<file path="config.mk">
export PLATFORM = sky130hd
export DESIGN_NAME = io_fabric_flat
export DESIGN_NICKNAME = d
export VERILOG_FILES = /design/src/rtl/io_fabric_if.sv /design/src/rtl/io_fabric.sv /design/src/flat_wrapper.sv
export SDC_FILE = /design/constraint.sdc
export NUM_CORES = 1
export LEC_CHECK = 0
export BUFFER_PORTS_ARGS = -buffer_cell sky130_fd_sc_hd__buf_4
export CAP_MARGIN = 20
export CORE_MARGIN = 2
export CORE_UTILIZATION = 37
export CTS_CLUSTER_SIZE = 12
export DETAILED_ROUTE_END_ITERATION = 6
export HOLD_SLACK_MARGIN = 0.15
export PLACE_DENSITY_LB_ADDON = 0.12
export SLEW_MARGIN = 10
export SYNTH_ARGS = -nofsm -noshare
export SYNTH_HDL_FRONTEND = slang
export SYNTH_SLANG_ARGS = --single-unit
</file>
<file path="constraint.sdc">
create_clock -name clk -period 3.6 [get_ports clk]
set_clock_uncertainty 0.15 [all_clocks]
set_input_delay 0.36 -clock clk [delete_from_list [all_inputs] [get_ports clk]]
set_output_delay 0.36 -clock clk [all_outputs]
set_load 0.01 [all_outputs]
</file>
<file path="src/rtl/io_fabric_if.sv">
// Bus bundle between the CPU, the I/O fabric and its peripheral slots.
// The fabric uses the slave view; the CPU/peripheral environment uses the master view.
interface io_fabric_if #(
  parameter int NSLOT = 4
);
  logic                 cpu_en;
  logic                 cpu_wr;
  logic                 cpu_wide;
  logic [15:0]          cpu_addr;
  logic [15:0]          cpu_dout;
  logic [15:0]          cpu_din;
  logic                 cpu_stall;
  logic                 mem_sel;
  logic [NSLOT-1:0]     s_req;
  logic                 s_wr;
  logic                 s_wide;
  logic [9:0]           s_addr;
  logic [15:0]          s_wdata;
  logic [NSLOT-1:0]     s_ack;
  logic [16*NSLOT-1:0]  s_rdata;

  modport master (
    output cpu_en, cpu_wr, cpu_wide, cpu_addr, cpu_dout, s_ack, s_rdata,
    input  cpu_din, cpu_stall, mem_sel, s_req, s_wr, s_wide, s_addr, s_wdata
  );

  modport slave (
    input  cpu_en, cpu_wr, cpu_wide, cpu_addr, cpu_dout, s_ack, s_rdata,
    output cpu_din, cpu_stall, mem_sel, s_req, s_wr, s_wide, s_addr, s_wdata
  );
endinterface

</file>
<file path="src/rtl/io_fabric.sv">
// I/O window decoder and single-outstanding-access bridge from the CPU to NSLOT
// peripheral slots, with a per-access timeout that raises a sticky bus error.
module io_fabric #(
  parameter logic [5:0] IO_PREFIX = 6'h3f,
  parameter int         NSLOT     = 4,
  parameter int         SLOT_BITS = 2,
  parameter int         TIMEOUT   = 15
) (
  input  logic        clk,
  input  logic        reset,
  io_fabric_if.slave  bus,
  input  logic        err_clr,
  output logic        bus_err,
  output logic [15:0] err_addr
);

  typedef enum logic [1:0] {IDLE, WAIT, DONE} state_t;

  localparam logic [7:0]       TIMEOUT_CNT = 8'(TIMEOUT);
  localparam logic [NSLOT-1:0] SLOT0_ONEHOT = {{(NSLOT-1){1'b0}}, 1'b1};

  state_t               state;
  logic [7:0]           wait_cnt;
  logic [SLOT_BITS-1:0] sel;
  logic [SLOT_BITS-1:0] hit_slot;
  logic [NSLOT-1:0]     req;
  logic                 wr_q;
  logic                 wide_q;
  logic [9:0]           addr_q;
  logic [15:0]          wdata_q;
  logic [15:0]          din_q;
  logic                 io_hit;
  logic                 sel_ack;
  logic [15:0]          sel_data;
  logic [15:0]          read_word;

  assign io_hit   = bus.cpu_en & (bus.cpu_addr[15:10] == IO_PREFIX);
  assign hit_slot = bus.cpu_addr[9:10-SLOT_BITS];

  assign bus.mem_sel   = bus.cpu_en & (bus.cpu_addr[15:10] != IO_PREFIX);
  assign bus.cpu_stall = ((state == IDLE) & io_hit) | (state == WAIT);
  assign bus.cpu_din   = din_q;
  assign bus.s_req     = req;
  assign bus.s_wr      = wr_q;
  assign bus.s_wide    = wide_q;
  assign bus.s_addr    = addr_q;
  assign bus.s_wdata   = wdata_q;

  // Only the slot latched at request time may complete the access.
  always_comb begin
    sel_ack  = 1'b0;
    sel_data = 16'h0000;
    for (int k = 0; k < NSLOT; k++) begin
      if (sel == SLOT_BITS'(k)) begin
        sel_ack  = bus.s_ack[k];
        sel_data = bus.s_rdata[16*k +: 16];
      end
    end
  end

  assign read_word = wide_q ? sel_data : {8'h00, sel_data[7:0]};

  always_ff @(posedge clk or posedge reset) begin
    if (reset) begin
      state    <= IDLE;
      wait_cnt <= 8'd0;
      sel      <= '0;
      req      <= '0;
      wr_q     <= 1'b0;
      wide_q   <= 1'b0;
      addr_q   <= 10'd0;
      wdata_q  <= 16'h0000;
      din_q    <= 16'h0000;
      bus_err  <= 1'b0;
      err_addr <= 16'h0000;
    end else begin
      // A timeout below overrides a clear issued in the same cycle.
      if (err_clr) begin
        bus_err <= 1'b0;
      end
      case (state)
        IDLE: begin
          if (io_hit) begin
            addr_q   <= bus.cpu_addr[9:0];
            wr_q     <= bus.cpu_wr;
            wide_q   <= bus.cpu_wide;
            wdata_q  <= bus.cpu_dout;
            sel      <= hit_slot;
            req      <= SLOT0_ONEHOT << hit_slot;
            wait_cnt <= 8'd0;
            state    <= WAIT;
          end
        end
        WAIT: begin
          if (sel_ack) begin
            req <= '0;
            if (!wr_q) begin
              din_q <= read_word;
            end
            state <= DONE;
          end else if ((wait_cnt + 8'd1) == TIMEOUT_CNT) begin
            req      <= '0;
            bus_err  <= 1'b1;
            err_addr <= {IO_PREFIX, addr_q};
            if (!wr_q) begin
              din_q <= 16'hffff;
            end
            state <= DONE;
          end else begin
            wait_cnt <= wait_cnt + 8'd1;
          end
        end
        DONE: begin
          state <= IDLE;
        end
        default: begin
          state <= IDLE;
        end
      endcase
    end
  end

endmodule

</file>
<file path="src/flat_wrapper.sv">
// flat-port wrapper written by rule: the top's interface ports become plain ports
module io_fabric_flat 
#(
  parameter logic [5:0] IO_PREFIX = 6'h3f,
  parameter int         NSLOT     = 4,
  parameter int         SLOT_BITS = 2,
  parameter int         TIMEOUT   = 15
)
  (clk, reset, err_clr, bus_err, err_addr, bus_cpu_en, bus_cpu_wr, bus_cpu_wide, bus_cpu_addr, bus_cpu_dout, bus_s_ack, bus_s_rdata, bus_cpu_din, bus_cpu_stall, bus_mem_sel, bus_s_req, bus_s_wr, bus_s_wide, bus_s_addr, bus_s_wdata);
  io_fabric_if #(.NSLOT(NSLOT)) bus_i ();
  input  logic clk;
  input  logic reset;
  input  logic err_clr;
  output logic bus_err;
  output logic [15:0] err_addr;
  input wire logic [$bits(bus_i.cpu_en)-1:0] bus_cpu_en;
  input wire logic [$bits(bus_i.cpu_wr)-1:0] bus_cpu_wr;
  input wire logic [$bits(bus_i.cpu_wide)-1:0] bus_cpu_wide;
  input wire logic [$bits(bus_i.cpu_addr)-1:0] bus_cpu_addr;
  input wire logic [$bits(bus_i.cpu_dout)-1:0] bus_cpu_dout;
  input wire logic [$bits(bus_i.s_ack)-1:0] bus_s_ack;
  input wire logic [$bits(bus_i.s_rdata)-1:0] bus_s_rdata;
  output wire logic [$bits(bus_i.cpu_din)-1:0] bus_cpu_din;
  output wire logic [$bits(bus_i.cpu_stall)-1:0] bus_cpu_stall;
  output wire logic [$bits(bus_i.mem_sel)-1:0] bus_mem_sel;
  output wire logic [$bits(bus_i.s_req)-1:0] bus_s_req;
  output wire logic [$bits(bus_i.s_wr)-1:0] bus_s_wr;
  output wire logic [$bits(bus_i.s_wide)-1:0] bus_s_wide;
  output wire logic [$bits(bus_i.s_addr)-1:0] bus_s_addr;
  output wire logic [$bits(bus_i.s_wdata)-1:0] bus_s_wdata;
  assign bus_i.cpu_en = bus_cpu_en;
  assign bus_i.cpu_wr = bus_cpu_wr;
  assign bus_i.cpu_wide = bus_cpu_wide;
  assign bus_i.cpu_addr = bus_cpu_addr;
  assign bus_i.cpu_dout = bus_cpu_dout;
  assign bus_i.s_ack = bus_s_ack;
  assign bus_i.s_rdata = bus_s_rdata;
  assign bus_cpu_din = bus_i.cpu_din;
  assign bus_cpu_stall = bus_i.cpu_stall;
  assign bus_mem_sel = bus_i.mem_sel;
  assign bus_s_req = bus_i.s_req;
  assign bus_s_wr = bus_i.s_wr;
  assign bus_s_wide = bus_i.s_wide;
  assign bus_s_addr = bus_i.s_addr;
  assign bus_s_wdata = bus_i.s_wdata;
  io_fabric #(.IO_PREFIX(IO_PREFIX), .NSLOT(NSLOT), .SLOT_BITS(SLOT_BITS), .TIMEOUT(TIMEOUT)) u_core (.clk(clk), .reset(reset), .bus(bus_i), .err_clr(err_clr), .bus_err(bus_err), .err_addr(err_addr));
endmodule
</file>
Word-level counts from Yosys, hierarchy flattened. Cells that the tools add are included.

Register bits: 72.

Add/sub/neg operators: 1. Equality and inequality tests: 11. Shift operators: 1. Multiplexer cells: 29. Bitwise operators: 6. Reduce and logical (&&, ||, !) cells: 10.

Operators by type and width (number): $mux W16 (9); $mux W8 (3); $pmux W8 S2 (1); $mux W4 (3); $reduce_and A3 Y1 (3); $add A8 B1 Y8 const B (1); $eq A8 B4 Y1 const B (1); $mux W1 (8); $pmux W4 S2 (1); $eq A6 B6 Y1 const B (1); $mux W2 (3); $ne A6 B6 Y1 const B (1); $eq A2 B1 Y1 const B (2); $eq A2 B2 Y1 const B (2); $logic_not A2 Y1 (2); $ne A2 B2 Y1 const B (2); $pmux W2 S2 (1); $reduce_and A2 Y1 (2); $reduce_and A4 Y1 (1); $reduce_bool A2 Y1 (2); $shl A1 B2 Y4 const A (1); $and A1 B1 Y1 (3); $ne A3 B2 Y1 const B (1); $ne A2 B1 Y1 const B (1); 2 further kinds (3).

Logic depth before layout (Yosys ltp). Gate-level depths: netlist (run 1).

Depth after elaboration: 8. Depth in mapped cells: 8.

Least setup slack after synthesis (run 1). No wires, ideal clock.

Path kind: register -> register. From: register u_core.wait_cnt[0]. To: register u_core.wait_cnt[3]. Library setup time: 0.124 ns. Arrival: 1.872 ns. Data required time: 3.326 ns. Setup slack: 1.454 ns. Stages on the path, launching flop included: 8. Path buffers: 1. Clock period less this slack: 2.146 ns. Cells stage by stage: dfrtp_1 > ha_1 > nand3_2 > o21a_1 > o41ai_4 > buf_6 > nor2_1 > a211o_1.

Cells in the longest elaborated chain, start to end: 4. Elaborated cells between the ends (all ways): 7. Classes of those cells: 1 x add/sub; 2 x eq/ne; 3 x mux; 1 x reduce/logical.

Ends and longest elaborated chain: from (decl) (line io_fabric.sv:23) `logic [7:0] wait_cnt;`; from (signal assigned) (line io_fabric.sv:110) `wait_cnt <= wait_cnt + 8'd1;`; $add A8 B1 Y8 * (line io_fabric.sv:101, io_fabric.sv:110); $eq A8 B4 Y1 or $mux W8 (tied branches) (line io_fabric.sv:101) `end else if ((wait_cnt + 8'd1) == TIMEOUT_CNT) begin`; $ne A2 B2 Y1 (no line) or $mux W8 (tied branches); $reduce_and A4 Y1 (no line) or $pmux W8 S2 (tied branches).

Every way passes the cells marked *; elsewhere a longest branch is shown, timed or not. The select of a mux whose other input is x is not followed. A chain may end at the register's enable or synchronous reset.

Worst setup path after layout (run 1).
From: register u_core.wait_cnt[0]. To: register u_core.req[3] (netlist: u_core.bus.s_req[3]).

Cells in the longest elaborated chain, start to end: 4.

Ends and longest elaborated chain: $add A8 B1 Y8 (line io_fabric.sv:101); $eq A8 B4 Y1 (line io_fabric.sv:101); $ne A3 B2 Y1 (no line); $reduce_and A3 Y1 (no line); to (signal assigned) (line io_fabric.sv:89) `req <= SLOT0_ONEHOT << hit_slot;`; to (decl) (line io_fabric.sv:26) `logic [NSLOT-1:0] req;`.

Every way passes these cells.

==> results.md, run 1 <==
* Result of the run: finished clean
* Effective utilization at floorplan at 37.4%
* Ratio of final minimum period to clock period at 71.7%
* Hold Path Class: in -> reg
* Switching share of power at 25.8%
* Core Box Area at 9110 um^2
* Maxcap violations at 0
* DRT iter0 DRCs at 60
* Leakage component of the power at between 2 and 3 nW
* Async SR Flop Fraction at 100%
* CTS sink count at 70
* Detailed-routing iteration count for the pre-antenna-repair pass at 4
* Total of buffers placed on input and output ports at about 170
* CTS Buf Count at 9
* Maximum number of pins on one net before global-route repair at 39
* Placer Congestion at between 0.8 and 0.9
* Share of layout cells above drive strength 1 at 56.8%
* Slowest library cell on the worst path: sky130_fd_sc_hd__o41ai_4
* Ratio of total power to cell area at 421 nW/um^2
* Worst-case headroom to the max-slew limit at approximately a third
* Yosys reg bits at 70
* Setup TNS after final layout at 0 ps
* Number of enable flip-flop cells after synthesis at 0
* DIE AREA at 10000 um^2
* Final global-route overflow total at 0
* Chain of cells forming the critical path: ha_1, nand3_2, o21a_1, o41ai_4, o21ai_2, a32o_1
* Most frequent cells after synthesis: 70 x sky130_fd_sc_hd__dfrtp_1, 37 x sky130_fd_sc_hd__mux2_2, 14 x sky130_fd_sc_hd__nand2_1
* Skew-Pair Late Insertion Delay at 340 ps
* Cell with the most instances after synthesis: sky130_fd_sc_hd__dfrtp_1
* Wire length the detailed router placed on met1 at 3.64 mm
* H-Tree Depth at 3
* Detailed placer's ending HPWL at roughly 6.5 mm
* Worst IR Drop VDD at 0.239 mV
* Uppermost layer routed: met4
* Total power draw at 0.00222 W
* Max-slew violation count at 0
* Type of the setup path with the least slack: reg -> reg
* Finished layout cell area at 5280 um^2
* Area growth syn-to-layout at 54.7%
* Count of different cell masters after synthesis at between 40 and 50
* Worst setup slack after layout at 1020 ps
* Data required time at the worst endpoint at 3680 ps
* Final nets at 554
* Biggest area contributors in the synthesized netlist: sky130_fd_sc_hd__dfrtp_1 51%, sky130_fd_sc_hd__mux2_2 12%, sky130_fd_sc_hd__mux4_2 6.6%
* Number of remaining DRC errors at 0
* I/O Pins at 173
* Endpoint arrival time on the critical path at around 2700 ps
* Critical Path Start Type: flip-flop
* Clock period minus worst slack at 2580 ps
* Seq pwr share at ~44%
* CP delay by family, top: compound AO/OA/AOI/OAI gates
* Post-detailed-route count of antenna-violating nets at 0
* Maximum net fanout on the critical path at 15
* Cell internal pwr at ~0.0016 W
* Fraction of the yosys area taken by sequential cells at approximately 51%
* Total length of routed met2 wires at 4.52 mm
* Worst setup slack before clock tree synthesis at 1040 ps
* Share of power burned in the clock network at approximately a third
* Element type at the critical path end: flip-flop
* Clock-pin transition on the worst setup and hold timing paths at 80 ps
* Number of standard-cell rows in the floorplan at 35
* Post-synth top area share at between 50% and 60%
* Buffers and inverters on the worst path at 0
* Mean area per synthesized cell at ~14 um^2
* Antenna cell count at 0
* Global router's overall resource usage at 17.9%
* Slowest Stage Delay on Critical Path at about 800 ps
* Number of antenna violations at the first check in global routing at 0
* Vias in the first global route at 2969
* Number of vias in the routed layout at 2817
* Predominant post-synthesis flop cell: sky130_fd_sc_hd__dfrtp_1
* Routed vias/inst at between 5 and 6
* Post-synthesis net count at between 300 and 400
* Fill cell instance count of the final layout at 784
* CTS tree: built
* Width of the die at 100 um
* Detail Route met3 WL at 721 um
* Die Y at about 100 um
* Switching power total at 0.000572 W
* Placed standard-cell area at 4750 um^2
* Number of gates resized after CTS at 0
* Cell chosen for the clock root: sky130_fd_sc_hd__clkbuf_8
* Setup repair after global routing missed its margin: no
* Global-route wire length before repair at 14.2 mm
* Tightest Pin Transition at about 1000 ps
* Achievable frequency at 0.387 GHz
* WL per Instance at 16.0 um
* Cell area after synthesis at 3410 um^2
* Combinational power share at 24.7%
* Total count of hold-check failures in the final report at 0
* Clock Path Buffers at 2
* Detailed-route wire length at 8.97 mm
* Final setup fails at 0
* Largest area contributor in the synthesized netlist: sky130_fd_sc_hd__dfrtp_1
* Post-Synthesis Cells at about 250
* Synthesis Warnings at 0
-- cells by family (layout without fill, tap and decap cells) --
logic type / Yosys count / count (layout) / share of synthesized area, %
flops: 70 / 70 / 51.4
mux: 55 / 55 / 24.5
simple gates: 51 / 51 / 8.07
compound gates: 43 / 43 / 10.4
buf+inv: 24 / 227 / 4.15
xor+xnor: 3 / 3 / 0.771
fa+ha+maj: 2 / 2 / 0.734
-- area by class of cell --
cell class / instances / area, um^2 / area share [%]
flip-flops and latches: 70 / 1750 / 33.2
repair buffers: 207 / 1630 / 30.9
inverters: 4 / 15.0 / 0.285
clock inverters: 5 / 82.6 / 1.57
well taps: 111 / 139 / 2.63
clock buffers: 11 / 141 / 2.68
multi-input cells: 154 / 1520 / 28.7
-- stage by stage --
step	util [%]	cells	hold slack, ps
5_1_grt	57.9	562	306
3_5_place_dp	52.2	516	325
2_1_floorplan	-	248	292
3_3_place_gp	52.2	516	321
6_report	57.9	562	312
4_1_cts	57.9	562	302
-- registers in the layout, indices dropped and copies added (netlist names) --
| name | cells |
|---|---|
| u_core.bus.s_addr | 9 |
| u_core.bus_err | 1 |
| u_core.bus.s_req | 4 |
| u_core.bus.s_wdata | 16 |
| u_core.bus.s_wr | 1 |
| u_core.bus.s_wide | 1 |
| u_core.sel | 1 |
| u_core.bus.cpu_din | 16 |
| u_core.state | 2 |
| u_core.err_addr | 11 |
| u_core.wait_cnt | 8 |
-- layer usage --
metal,vias up,global-route usage [%]
li1,1320,-
met1,1389,22.1
met2,99,30.1
met3,9,5.71
met4,0,5.37
met5,-,0
-- worst register-to-register path, cell delays in order, from the launching register on --
cell	delay, ps
sky130_fd_sc_hd__dfrtp_1	410
sky130_fd_sc_hd__ha_1	260
sky130_fd_sc_hd__nand3_2	160
sky130_fd_sc_hd__o21a_1	270
sky130_fd_sc_hd__o41ai_4	800
sky130_fd_sc_hd__o21ai_2	180
sky130_fd_sc_hd__a32o_1	250
-- power by group through the flow --
stage          Sequential (W)  Clock (W)  Combinational, W
2_1_floorplan         0.00101          0          0.000208
3_3_place_gp         0.000978          0          0.000524
3_5_place_dp         0.000982          0          0.000533
4_1_cts              0.000967   0.000723          0.000560
5_1_grt              0.000982   0.000758          0.000591
6_report             0.000967   0.000703          0.000549
-- path summary, 6_finish.rpt --
kind,startpoint,depth (start not counted),slack (ps),end
worst max-delay path,u_core.wait_cnt[0]$_DFFE_PP0P_,6,1020,u_core.bus.s_req[3]$_DFFE_PP0P_
worst min-delay path,bus_s_rdata[2],3,310,u_core.bus.cpu_din[2]$_DFFE_PP0P_
worst max register to register,u_core.wait_cnt[0]$_DFFE_PP0P_,6,1020,u_core.bus.s_req[3]$_DFFE_PP0P_
worst min register to register,u_core.bus.s_req[0]$_DFFE_PP0P_,1,340,u_core.bus.s_req[0]$_DFFE_PP0P_
max in group asynchronous,reset,4,1930,u_core.err_addr[3]$_DFFE_PP0P_
min in group asynchronous,reset,3,590,u_core.bus.s_addr[2]$_DFFE_PP0P_
-- cell usage in the layout (no fill, tap or decap), types with 2 or more instances in the layout --
cell,count
sky130_fd_sc_hd__a21oi_1,8
sky130_fd_sc_hd__o21ai_0,6
sky130_fd_sc_hd__clkbuf_8,10
sky130_fd_sc_hd__buf_4,177
sky130_fd_sc_hd__inv_1,3
sky130_fd_sc_hd__ha_1,2
sky130_fd_sc_hd__o22a_1,8
sky130_fd_sc_hd__a211o_1,2
sky130_fd_sc_hd__clkinv_4,2
sky130_fd_sc_hd__nor3_1,3
sky130_fd_sc_hd__xor2_1,2
sky130_fd_sc_hd__dfrtp_1,70
sky130_fd_sc_hd__mux4_1,7
sky130_fd_sc_hd__nor4_1,3
sky130_fd_sc_hd__o21ba_2,8
sky130_fd_sc_hd__nor2_1,6
sky130_fd_sc_hd__nor3b_1,2
sky130_fd_sc_hd__nand2_1,14
sky130_fd_sc_hd__mux4_2,10
sky130_fd_sc_hd__mux2_2,37
sky130_fd_sc_hd__dlygate4sd3_1,30
sky130_fd_sc_hd__bufinv_16,2
sky130_fd_sc_hd__nand3_1,8
sky130_fd_sc_hd__nand2b_1,2
sky130_fd_sc_hd__or3_1,2
sky130_fd_sc_hd__nor2b_1,2
-- timing repair --
action                                 CTS  global route
setup buffers                            0             0
endpoints found under the hold margin   67             0
hold buffers                            30             0
No activity file was read; power rests on OpenSTA's default activity.
==> inputs of run 2 (changes only) <==
- clock period: 3.6 -> 2.6 ns (I/O delays scaled with it)
==> run 2 against run 1 <==
  * Hold slack lost 110 ps
  * Final area grew 0.55%
  * Sequential share of layout area shrank 0.18 points
  * Sequential power grew 39%
  * Utilization grew 0.32 points
  * Non-clock buffer count grew 3
  * Clock power grew 29%
  * Die area is the same
  * Global-route usage is essentially flat
  * Fmax grew 12%
  * Critical path depth is the same
  * Critical endpoint is now u_core.err_addr[8]$_DFFE_PP0P_
==> results.md, run 2 (synthesized netlist as in run 1, its figures left out) <==
* Result of the run: finished clean
* Setup repair after global routing missed its margin: no
* Cell internal pwr at around 0.0022 W
* Global router's overall resource usage at 17.9%
* Share of layout cells above drive strength 1 at between 50% and 60%
* Number of remaining DRC errors at 0
* Global-route wire length before repair at roughly 14 mm
* Placer Congestion at 0.841
* Maxcap violations at 0
* Achievable frequency at 0.433 GHz
* Capture endpoint of the worst hold path: u_core.bus.cpu_din[4]$_DFFE_PP0P_
* Maximum net fanout on the critical path at 12
* Number of cells traversed by the worst register-to-register path at 6
* Commonest cells after routing, fill and taps aside: 179 x sky130_fd_sc_hd__buf_4, 70 x sky130_fd_sc_hd__dfrtp_1, 37 x sky130_fd_sc_hd__mux2_2
* Worst reg-to-reg setup slack at approximately 290 ps
* Fill cell instance count of the final layout at 787
* I/O Pins at 173
* Final setup fails at 0
* Chain of cells forming the critical path: ha_1, nand3_2, o21a_1, nor4_1, nand2_2, mux2_2
* CP delay by family, top: simple AND/OR/NAND/NOR gates
* Cell chosen for the clock root: sky130_fd_sc_hd__clkbuf_8
* Endpoint arrival time on the critical path at 2380 ps
* Detailed-routing iteration count for the pre-antenna-repair pass at 4
* Tightest Pin Transition at 675 ps
* Clock period minus worst slack at 2310 ps
* Final global-route overflow total at 0
* CTS tree: built
* Slowest Stage Delay on Critical Path at about 410 ps
* Number of standard-cell rows in the floorplan at 35
* Die Y at approximately 100 um
* Core Box Area at 9110 um^2
* Total of buffers placed on input and output ports at 172
* Combinational power share at roughly a quarter
* CTS sink count at 70
* DRT iter0 DRCs at 31
* Slowest library cell on the worst path: sky130_fd_sc_hd__dfrtp_1
* WL per Instance at around 16 um
* Ratio of final minimum period to clock period at between 80% and 90%
* Setup TNS after final layout at 0 ps
* Post-detailed-route count of antenna-violating nets at 0
* Detailed placer's ending HPWL at ~6.5 mm
* Worst-case headroom to the max-slew limit at 54.9%
* CTS Buf Count at 9
* Detailed-route wire length at between 8 and 9 mm
* H-Tree Depth at 3
* Effective utilization at floorplan at 37.4%
* DIE AREA at 10000 um^2
* Switching power total at 0.000804 W
* Switching share of power at 26.7%
* Clock-pin transition on the worst setup and hold timing paths at 80 ps
* Cell depth of the worst min-delay path at 3
* Max-slew violation count at 0
* Worst Hold Launch: bus_s_rdata[36]
* Clock Path Buffers at 2
* Antenna cell count at 0
* Critical Path Start Type: flip-flop
* Worst hold slack at 205 ps
* Number of vias in the routed layout at 2800
* Data required time at the worst endpoint at ~2700 ps
* Routed vias/inst at 4.96
* Total count of hold-check failures in the final report at 0
* Hold Path Class: in -> reg
* Final nets at 557
* Buffers inserted during post-CTS setup optimization at 0
* Maximum number of pins on one net before global-route repair at 42
* Buffers and inverters on the worst path at 0
* Number of antenna violations at the first check in global routing at 0
* Vias in the first global route at 2952
* Width of the die at 100 um
* Total power draw at between 0.003 and 0.004 W
* Ratio of total power to cell area at ~570 nW/um^2
* Skew-Pair Late Insertion Delay at 340 ps
* Share of power burned in the clock network at 30.2%
* Element type at the critical path end: flip-flop
* Worst IR Drop VDD at 0.392 mV
* Leakage component of the power at 2.60 nW
* Seq pwr share at 44.6%
* Type of the setup path with the least slack: reg -> reg
* Area growth syn-to-layout at 55.6%
* Reg2reg start: u_core.wait_cnt[0]$_DFFE_PP0P_
* RR Endpoint: u_core.err_addr[8]$_DFFE_PP0P_
* Most common library cell in the layout ignoring fill and taps: sky130_fd_sc_hd__buf_4
run 2: cell count changes in the layout (fill, tap and decap cells not counted), sizes merged:
cell / before / now
bufinv: 2 / 1
buf: 177 / 180
clkinvlp: 0 / 3
clkinv: 3 / 1
run 2: area by class of cell:
| cell class | count | area (um^2) | area share (%) |
|---|---|---|---|
| Sequential cell | 70 | 1750 | 33.0 |
| Inverter | 4 | 15.0 | 0.283 |
| Clock inverter | 5 | 57.6 | 1.09 |
| Multi-Input combinational cell | 154 | 1530 | 28.8 |
| Tap cell | 111 | 139 | 2.62 |
| Timing Repair Buffer | 210 | 1660 | 31.4 |
| Clock buffer | 11 | 151 | 2.85 |
run 2: how the worst max path moves through the flow:
stage,from,to,cells past startpoint
after floorplan,reset,u_core.bus.cpu_din[0]$_DFFE_PP0P_,1
after global placement,u_core.wait_cnt[0]$_DFFE_PP0P_,u_core.bus.cpu_din[4]$_DFFE_PP0P_,7
after detailed placement,u_core.wait_cnt[0]$_DFFE_PP0P_,u_core.bus.cpu_din[6]$_DFFE_PP0P_,7
after CTS,u_core.wait_cnt[0]$_DFFE_PP0P_,u_core.bus.cpu_din[6]$_DFFE_PP0P_,7
after global routing,u_core.wait_cnt[0]$_DFFE_PP0P_,u_core.err_addr[9]$_DFFE_PP0P_,6
final,u_core.wait_cnt[0]$_DFFE_PP0P_,u_core.err_addr[8]$_DFFE_PP0P_,6
run 2: power by group through the flow:
stage	Clock, W	Sequential, W	Combinational, W
2_1_floorplan	0	0.00140	0.000288
3_3_place_gp	0	0.00135	0.000724
3_5_place_dp	0	0.00136	0.000732
4_1_cts	0.000935	0.00134	0.000770
5_1_grt	0.000982	0.00136	0.000820
6_report	0.000910	0.00134	0.000759
run 2: per-layer routing:
| metal | vias to the layer above | GRT usage [%] | wire length, um |
|---|---|---|---|
| met5 | - | 0 | 0 |
| met4 | 0 | 6.32 | 132 |
| met3 | 12 | 5.01 | 679 |
| met2 | 95 | 31.4 | 4600 |
| met1 | 1369 | 21.0 | 3580 |
| li1 | 1324 | - | - |
run 2: timing repair:
item / in CTS / in global routing
resized for setup: 0 / 2
endpoints found under the hold margin: 62 / 0
endpoints found under the setup margin: 0 / 26
hold buffers: 30 / 0
run 2: worst min-delay path, cell delays in order:
cell	delay, ps
sky130_fd_sc_hd__buf_4	70
sky130_fd_sc_hd__mux4_2	210
sky130_fd_sc_hd__o22a_1	120
run 2: stage by stage:
stage          std cells  util [%]  worst slack [ps]  instance area [um^2]
2_1_floorplan        248         -               422                  3410
3_3_place_gp         519      52.5               148                  4790
3_5_place_dp         519      52.5              56.1                  4790
4_1_cts              565      58.1              46.8                  5300
5_1_grt              565      58.2              73.0                  5300
6_report             565      58.2               290                  5300
==> inputs of run 3 (changes only) <==
--- a/config.mk
+++ b/config.mk
@@ -7,5 +7,4 @@
 export LEC_CHECK = 0
 export BUFFER_PORTS_ARGS = -buffer_cell sky130_fd_sc_hd__buf_4
-export CAP_MARGIN = 20
 export CORE_MARGIN = 2
 export CORE_UTILIZATION = 37
@@ -14,5 +13,5 @@
 export HOLD_SLACK_MARGIN = 0.15
 export PLACE_DENSITY_LB_ADDON = 0.12
-export SLEW_MARGIN = 10
+export SLEW_MARGIN = 20
 export SYNTH_ARGS = -nofsm -noshare
 export SYNTH_HDL_FRONTEND = slang
==> constraint.sdc (replaced) <==
create_clock -name clk -period 2.6 [get_ports clk]
set_clock_uncertainty 0.15 [all_clocks]
set_input_delay 0 -clock clk [delete_from_list [all_inputs] [get_ports clk]]
set_output_delay 0 -clock clk [all_outputs]
set_load 0.01 [all_outputs]
==> run 3 against run 2 <==
  * Sequential power hardly changed
  * Clock power is 3.4% lower
  * Setup slack worse by 110 ps
  * First-iteration DRC count is 84% higher
  * Via count is 5.6% higher
  * Flip-flop and latch count stayed put
  * Count of clock-buffer cells in the layout is 2 lower
  * Final cell count is 6.5% higher
  * Register-to-register slack worse by 110 ps
  * Non-clock buffer count is 37 higher
  * Critical path type unchanged
  * Largest cell class is now buffers
  * Largest power group unchanged
==> results.md, run 3 (synthesized netlist as in run 1, its figures left out) <==
* Core Box Area at roughly 9000 um^2
* Cell chosen for the clock root: sky130_fd_sc_hd__clkbuf_8
* Final nets at 594
* DIE AREA at 10000 um^2
* Antenna cell count at 0
* Final setup fails at 0
* Seq pwr share at between 40% and 50%
* Setup TNS after final layout at 0 ps
* Global router's overall resource usage at 19.3%
* Maximum net fanout on the critical path at 6
* Commonest cells after routing, fill and taps aside: 176 x sky130_fd_sc_hd__buf_4, 70 x sky130_fd_sc_hd__dfrtp_1, 69 x sky130_fd_sc_hd__dlygate4sd3_1
* Number of remaining DRC errors at 0
* Setup repair after global routing missed its margin: no
* Worst-case headroom to the max-slew limit at 54.7%
* Combined area of the multi-input logic cells at 1530 um^2
* Chain of cells forming the critical path: ha_1, nand3_2, or3_1, a41oi_2, dlygate4sd3_1, nand2_1, nand3_1
* Share of power burned in the clock network at between 20 and 30%
* Placer Congestion at between 0.8 and 0.9
* DRT iter0 DRCs at 57
* Element type at the critical path end: flip-flop
* Detailed placer's ending HPWL at 6.50 mm
* CTS sink count at 70
* I/O Pins at around 170
* Data required time at the worst endpoint at 2730 ps
* Width of the die at 100 um
* Maximum number of pins on one net before global-route repair at 43
* Detailed-routing iteration count for the pre-antenna-repair pass at 6
* Maxcap violations at 0
* Achievable frequency at 0.414 GHz
* Detailed-route wire length at approximately 9.4 mm
* Global-route wire length before repair at approximately 15 mm
* Total of buffers placed on input and output ports at 172
* Clock Path Buffers at 2
* Hold Path Class: in -> async
* Die Y at 100 um
* Cell internal pwr at 0.00224 W
* Leakage component of the power at 2.75 nW
* Slowest Stage Delay on Critical Path at 600 ps
* Final standard cell utilization of the core at 62.3%
* Routed vias/inst at between 4 and 5
* Ratio of final minimum period to clock period at around 93%
* Total placed cells including tap cells at 517
* Switching power total at 0.000841 W
* Register cell area after layout at 1750 um^2
* Clock-pin transition on the worst setup and hold timing paths at about 80 ps
* Critical Path Start Type: flip-flop
* Fill cell instance count of the final layout at around 760
* Final std cells w/o fill at 602
* Most common library cell in the layout ignoring fill and taps: sky130_fd_sc_hd__buf_4
* Skew-Pair Late Insertion Delay at 340 ps
* Total count of hold-check failures in the final report at 0
* Slowest library cell on the worst path: sky130_fd_sc_hd__dlygate4sd3_1
* Combinational power share at between 20 and 30%
* Number of standard-cell rows in the floorplan at 35
* WL per Instance at 15.6 um
* Ratio of total power to cell area at 543 nW/um^2
* Number of vias in the routed layout at about 3000
* Share of layout cells above drive strength 1 at a little over half
* Type of the setup path with the least slack: reg -> reg
* Endpoint arrival time on the critical path at 2550 ps
* H-Tree Depth at 3
* Final global-route overflow total at 0
* Tightest Pin Transition at slightly below 700 ps
* Post-detailed-route count of antenna-violating nets at 0
* CTS Buf Count at 9
* Area growth syn-to-layout at 66.4%
* Result of the run: finished clean
* Worst IR Drop VDD at around 0.41 mV
* Max-slew violation count at 0
* Vias in the first global route at 3158
* Number of antenna violations at the first check in global routing at 0
* CTS tree: built
* Switching share of power at a little over a quarter
* Effective utilization at floorplan at 37.4%
* Clock period minus worst slack at 2420 ps
[run 3: changes by cell type in the layout (fill, tap and decap cells not counted), sizes merged]
cell / previous run / this run
dlygate4sd3: 30 / 69
clkinv: 1 / 3
clkbuf: 11 / 9
buf: 180 / 178
[run 3: power groups by stage]
stage / clock [W] / combinational (W) / sequential, W
finish: 0.000879 / 0.000861 / 0.00134
global route: 0.000953 / 0.000926 / 0.00137
CTS: 0.000907 / 0.000868 / 0.00134
detailed placement: 0 / 0.000737 / 0.00136
global placement: 0 / 0.000724 / 0.00135
floorplan: 0 / 0.000288 / 0.00140
[run 3: stage by stage]
step	total power [W]	cell area [um^2]	hold WS, ps	setup slack, ps
6_report	0.00308	5670	141	185
3_3_place_gp	0.00208	4770	-17.2	102
5_1_grt	0.00324	5670	216	38.9
3_5_place_dp	0.00210	4770	-9.19	53.0
2_1_floorplan	0.00169	3410	-67.5	454
4_1_cts	0.00311	5660	155	27.0
[run 3: final cells by class]
| cell class | count | area share (%) |
|---|---|---|
| well taps | 111 | 2.45 |
| inverters | 4 | 0.265 |
| clock inverters | 7 | 1.32 |
| multi-input cells | 154 | 26.9 |
| flip-flops and latches | 70 | 30.9 |
| repair buffers | 247 | 36.0 |
| clock buffers | 9 | 2.18 |
[run 3: worst paths after layout]
check                                                     end                       startpoint  cells past startpoint  slack (ps)
max                            u_core.wait_cnt[7]$_DFFE_PP0P_   u_core.wait_cnt[0]$_DFFE_PP0P_                      7         180
min                          u_core.bus.s_addr[2]$_DFFE_PP0P_                            reset                      3         140
max reg2reg                    u_core.wait_cnt[7]$_DFFE_PP0P_   u_core.wait_cnt[0]$_DFFE_PP0P_                      7         180
min reg2reg                   u_core.bus.s_req[0]$_DFFE_PP0P_  u_core.bus.s_req[0]$_DFFE_PP0P_                      1         340
max in group asynchronous  u_core.bus.cpu_din[13]$_DFFE_PP0P_                            reset                      4        1500
min in group clk               u_core.wait_cnt[4]$_DFFE_PP0P_                     bus_s_ack[1]                      5         230
[run 3: worst max-delay path: cells and delay by family, from the launching register on]
kind	cells	cell delay (ps)
fa+ha+maj	1	250
compound gates	1	290
buf+inv	1	600
flops	1	410
simple gates	4	670
[run 3: per-layer routing]
layer  track usage (%)  vias up  routed length [um]
met5                 0        -                   0
met4              6.85        0                 178
met3              5.43       16                 729
met2              33.4       99                4830
met1              23.1     1442                3670
li1                  -     1400                   -
[run 3: what timing repair did]
action	in CTS	in global routing
hold buffers	69	0
setup endpoints to repair	0	27
buffers inserted	0	0
resized for setup	0	3
endpoints found under the hold margin	122	0
